<file path="config.mk">
export PLATFORM = sky130hd
export DESIGN_NAME = serial_addsub
export DESIGN_NICKNAME = d
export VERILOG_FILES = /design/src/rtl/serial_addsub.sv
export SDC_FILE = /design/constraint.sdc
export NUM_CORES = 1
export LEC_CHECK = 0
export BUFFER_PORTS_ARGS = -buffer_cell sky130_fd_sc_hd__clkbuf_2
export CORE_MARGIN = 10
export CORE_UTILIZATION = 55
export CTS_CLUSTER_DIAMETER = 50
export DETAILED_ROUTE_END_ITERATION = 8
export GPL_ROUTABILITY_DRIVEN = 0
export PLACE_DENSITY_LB_ADDON = 0.2
export SETUP_SLACK_MARGIN = 0.05
export SLEW_MARGIN = 20
export SYNTH_ARGS = -nofsm -noshare
export SYNTH_HDL_FRONTEND = slang
export SYNTH_SLANG_ARGS = --single-unit
export TNS_END_PERCENT = 100
</file>
<file path="constraint.sdc">
create_clock -name clk -period 3.41 [get_ports clk]
set_clock_uncertainty 0.1 [all_clocks]
set_input_delay 0.341 -clock clk [delete_from_list [all_inputs] [get_ports clk]]
set_output_delay 0.341 -clock clk [all_outputs]
set_load 0.02 [all_outputs]
</file>
<file path="src/rtl/serial_addsub.sv">
// Digit-serial adder/subtractor: DIGIT bits per clock over WIDTH/DIGIT RUN cycles.
// Returns {carry/no-borrow, result} and a two's-complement overflow flag.
module serial_addsub #(
  parameter int WIDTH = 8,
  parameter int DIGIT = 2
) (
  input  logic             clk,
  input  logic             rst,
  input  logic             start,
  input  logic             mode,
  input  logic [WIDTH-1:0] bit1,
  input  logic [WIDTH-1:0] bit2,
  output logic             busy,
  output logic             done,
  output logic [WIDTH:0]   final_answer,
  output logic             overflow
);

  localparam int N  = WIDTH / DIGIT;
  localparam int CW = (N > 1) ? $clog2(N) : 1;

  typedef enum logic [1:0] {
    IDLE = 2'd0,
    RUN  = 2'd1,
    DONE = 2'd2
  } state_t;

  state_t           r_state;
  state_t           w_state_nxt;
  logic [WIDTH-1:0] r_a;
  logic [WIDTH-1:0] r_b;
  logic [WIDTH-1:0] r_acc;
  logic [WIDTH-1:0] w_acc_nxt;
  logic             r_carry;
  logic [CW-1:0]    r_cnt;
  logic [WIDTH:0]   r_final;
  logic             r_ovf;
  logic             r_busy;
  logic             r_done;
  logic [DIGIT-1:0] w_a_dig;
  logic [DIGIT-1:0] w_b_dig;
  logic [DIGIT-1:0] w_sum_dig;
  logic [DIGIT:0]   w_c;
  logic             w_last;
  logic             w_accept;

  assign w_last   = (r_cnt == CW'(N - 1));
  assign w_accept = start && (r_state != RUN);

  // Next-state logic.
  always_comb begin
    w_state_nxt = r_state;
    case (r_state)
      IDLE: begin
        if (start) begin
          w_state_nxt = RUN;
        end else begin
          w_state_nxt = IDLE;
        end
      end
      RUN: begin
        if (w_last) begin
          w_state_nxt = DONE;
        end else begin
          w_state_nxt = RUN;
        end
      end
      DONE: begin
        if (start) begin
          w_state_nxt = RUN;
        end else begin
          w_state_nxt = IDLE;
        end
      end
      default: begin
        w_state_nxt = IDLE;
      end
    endcase
  end

  // Ripple one digit of A and the (possibly inverted) B through the running carry.
  always_comb begin
    w_a_dig   = r_a[r_cnt*DIGIT +: DIGIT];
    w_b_dig   = r_b[r_cnt*DIGIT +: DIGIT];
    w_sum_dig = '0;
    w_c       = '0;
    w_c[0]    = r_carry;
    for (int k = 0; k < DIGIT; k++) begin
      w_sum_dig[k] = w_a_dig[k] ^ w_b_dig[k] ^ w_c[k];
      w_c[k+1]     = (w_a_dig[k] & w_b_dig[k]) | (w_c[k] & (w_a_dig[k] ^ w_b_dig[k]));
    end
    w_acc_nxt = r_acc;
    w_acc_nxt[r_cnt*DIGIT +: DIGIT] = w_sum_dig;
  end

  // State register and registered handshake outputs.
  always_ff @(posedge clk) begin
    if (rst) begin
      r_state <= IDLE;
      r_busy  <= 1'b0;
      r_done  <= 1'b0;
    end else begin
      r_state <= w_state_nxt;
      r_busy  <= (w_state_nxt == RUN);
      r_done  <= (w_state_nxt == DONE);
    end
  end

  // Operand capture, digit accumulation and result latch.
  always_ff @(posedge clk) begin
    if (rst) begin
      r_a     <= '0;
      r_b     <= '0;
      r_acc   <= '0;
      r_carry <= 1'b0;
      r_cnt   <= '0;
      r_final <= '0;
      r_ovf   <= 1'b0;
    end else if (w_accept) begin
      // Subtraction is A + ~B + 1: invert B once here and seed the carry with mode.
      r_a     <= bit1;
      r_b     <= bit2 ^ {WIDTH{mode}};
      r_carry <= mode;
      r_cnt   <= '0;
    end else if (r_state == RUN) begin
      r_acc   <= w_acc_nxt;
      r_carry <= w_c[DIGIT];
      r_cnt   <= r_cnt + CW'(1);
      if (w_last) begin
        r_final <= {w_c[DIGIT], w_acc_nxt};
        r_ovf   <= w_c[DIGIT] ^ w_c[DIGIT-1];
      end
    end
  end

  assign busy         = r_busy;
  assign done         = r_done;
  assign final_answer = r_final;
  assign overflow     = r_ovf;

endmodule

</file>
==> results.cfg <==
[worst_setup_path]
critPathArrivalTime_ns = 2.82
rrSetupSlack_ns = 0.69
r2r-end = final_answer[1]$_SDFFE_PP0P_
r2r_cells = 5
r2r-start = r_cnt[0]$_SDFFE_PP0P_
end_kind = register
worstPathRequired_ns = 3.51
crit_type = register to register
crit_fanout = 7
worstSetupStartpointType = register

[cts]
clockRootBuffer = clkbuf_4
clock-sinks = 39
ctsHoldBuffers = 0
cts_tree = built
cts_resized = 0
clock_path_buffers = 2
h-tree-depth = 2
clkSlewWorstSetupHoldPaths_ns = 0.11
cts_buffers = 5
clkLatencyLatePin_ns = 0.34
postCtsSetupRepairBufs = 0

[worst_hold_path]
hold_class = primary input to register
min_from = bit1[1]
min_to = r_a[1]$_SDFFE_PP0P_
hold_path_depth = 3

[placed_design]
io_buffers = 31
dp_slack_ns = 0.7156
post_dp_cell_area_mm2 = 0.001941
dp.cells = 248
dp_hpwl_mm = 2.737

[floorplanning]
core_area_mm2 = 0.003284
num_rows = 21
ios = 32
dieArea_mm2 = 0.006088
die_x_um = 78.03
start_util = 0.5638
die_h_um = 78.03

[timing]
hold_viol = 0
finalCriticalPeriod_ns = 2.715
rsz0062_at_grt = false
relSlewSlack = 0.4894
fin_ws_ns = 0.6950
setup_violations = 0
tns_ns = 0
period_share = 0.7962
max_slew.worst_pin.slew_ns = 0.7659
max_freq_mhz = 368.3
slew_violations = 0

[final_layout]
nets = 236
layout_commonest_cell = dfxtp_1
syn_to_final_growth_pct = 8.514
stdcell_area_mm2 = 0.002009
n_antenna_cell = 0
stdcell_count = 256
mostFrequentLayoutCells = dfxtp_1, clkbuf_2, a21oi_1
fillers = 305
drive_gt1_frac = 0.2333

[logic_synthesis]
netlist_area_mm2 = 0.001852
synth_fp_nets = 212
ys_seq_area_frac = 0.4216
synth.avg_cell_area_um2 = 10.01
ys.warnings.count = 0
ys_seq_elements = 39
synth.distinct_cells = 35
syn_inst = 185

[pwr]
power_density_mw_per_mm2 = 444.7
peakVddDrop_v = 0.0002031
finalPower_mw = 0.8936
power.leakage_nw = 0.7710

[global_routing]
grt-ovfl-total = 0
grt_max_degree = 40
antenna_found_initial = 0
grt_pass1_wl_mm = 6.520
grt_usage = 0.1272
first_global_vias = 1504

[routing]
drt_iter0_drc = 142
ant_nets = 0
wire_per_inst_um = 15.02
drc = 0
viasPerCell = 5.820
vias = 1490
drt_wl_total_mm = 3.844
first_pass_iters = 4

[status]
status = complete, no violations

[run]
maxCapViolations = 0
==> worst max-delay path: stages (launching register included) <==
cell and delay (ns):
dfxtp_1 0.45, mux4_2 0.55, fa_1 0.46, fa_1 0.59, a221oi_1 0.34, nor3_1 0.09
==> logic make-up after synthesis <==
| group | after synthesis | share of synthesized area |
|---|---|---|
| XOR/XNOR | 10 | 0.04730 |
| multiplexers | 6 | 0.05946 |
| adder cells (fa/ha/maj) | 7 | 0.05541 |
| AO/OA/AOI/OAI | 50 | 0.1784 |
| buffers and inverters | 21 | 0.08310 |
| flip-flops | 39 | 0.4216 |
| AND/OR/NAND/NOR | 52 | 0.1547 |
==> area by class of cell <==
class	instances	area (um^2)	share of cell area
multi-input combinational	125	917.1	0.4564
sequential	39	780.7	0.3885
timing repair buffer	32	162.7	0.08095
clock buffer	8	68.82	0.03425
tap	46	57.56	0.02864
inverter	6	22.52	0.01121
==> Yosys cell counts, drive strengths merged <==
| cell | count | area (um^2) |
|---|---|---|
| dfxtp | 39 | 780.8 |
| a21oi | 19 | 95.09 |
| nor2 | 19 | 78.82 |
| a211oi | 10 | 80.07 |
| xnor2 | 10 | 87.58 |
| clkbuf | 8 | 62.56 |
| nand3 | 8 | 40.04 |
| nor3 | 8 | 40.04 |
| o21ai | 8 | 40.04 |
| buf | 7 | 68.80 |
| a221oi | 6 | 52.55 |
| a32oi | 6 | 52.55 |
| ha | 5 | 62.56 |
| inv | 5 | 18.77 |
| mux4 | 4 | 90.09 |
| nand2 | 4 | 15.01 |
| nand3b | 4 | 30.03 |
| and4bb | 2 | 25.02 |
| fa | 2 | 40.04 |
| mux2i | 2 | 20.02 |
| nand4b | 2 | 17.52 |
| and2b | 1 | 7.510 |
| and3b | 1 | 10.01 |
| and4b | 1 | 10.01 |
| clkinv | 1 | 3.750 |
| nand2b | 1 | 6.260 |
| nor2b | 1 | 6.260 |
| o22a | 1 | 10.01 |
==> power by group <==
group | internal, mW | leakage (nW) | switching, mW
combinational | 0.0587 | 0.414 | 0.0788
sequential | 0.476 | 0.318 | 0.0138
clock | 0.121 | 0.0386 | 0.145
==> metrics by stage <==
step / hold slack (ns) / util
after floorplan: 0.3473 / -
after global placement: 0.3463 / 0.5909
after detailed placement: 0.3498 / 0.5909
after CTS: 0.1094 / 0.6118
after global routing: 0.1116 / 0.6118
final: 0.1180 / 0.6118
==> registers in the layout (all words and copies together) (netlist names), 2 cells and up <==
register,flops
r_b,8
final_answer,9
r_a,8
r_cnt,2
r_state,2
r_acc,6
==> metal layers <==
metal / part of all wire / GRT usage / vias up
met2: 0.50 / 0.2289 / 59
met1: 0.41 / 0.1327 / 705
met3: 0.075 / 0.05125 / 6
li1: - / - / 720
met4: 0.011 / 0.03943 / 0
met5: 0 / 0 / -
==> how the worst max path moves through the flow <==
stage / start / endpoint / slack [ns] / cells after the start
3_5_place_dp: r_cnt[0]$_SDFFE_PP0P_ / final_answer[1]$_SDFFE_PP0P_ / 0.72 / 5
4_1_cts: r_cnt[0]$_SDFFE_PP0P_ / final_answer[1]$_SDFFE_PP0P_ / 0.70 / 5
6_report: r_cnt[0]$_SDFFE_PP0P_ / final_answer[1]$_SDFFE_PP0P_ / 0.69 / 5
5_1_grt: r_cnt[0]$_SDFFE_PP0P_ / final_answer[5]$_SDFFE_PP0P_ / 0.58 / 5
2_1_floorplan: r_cnt[0]$_SDFFE_PP0P_ / final_answer[1]$_SDFFE_PP0P_ / 0.85 / 6
3_3_place_gp: r_cnt[0]$_SDFFE_PP0P_ / final_answer[3]$_SDFFE_PP0P_ / 0.81 / 5
Note: power is estimated with default switching activity, not from simulation.
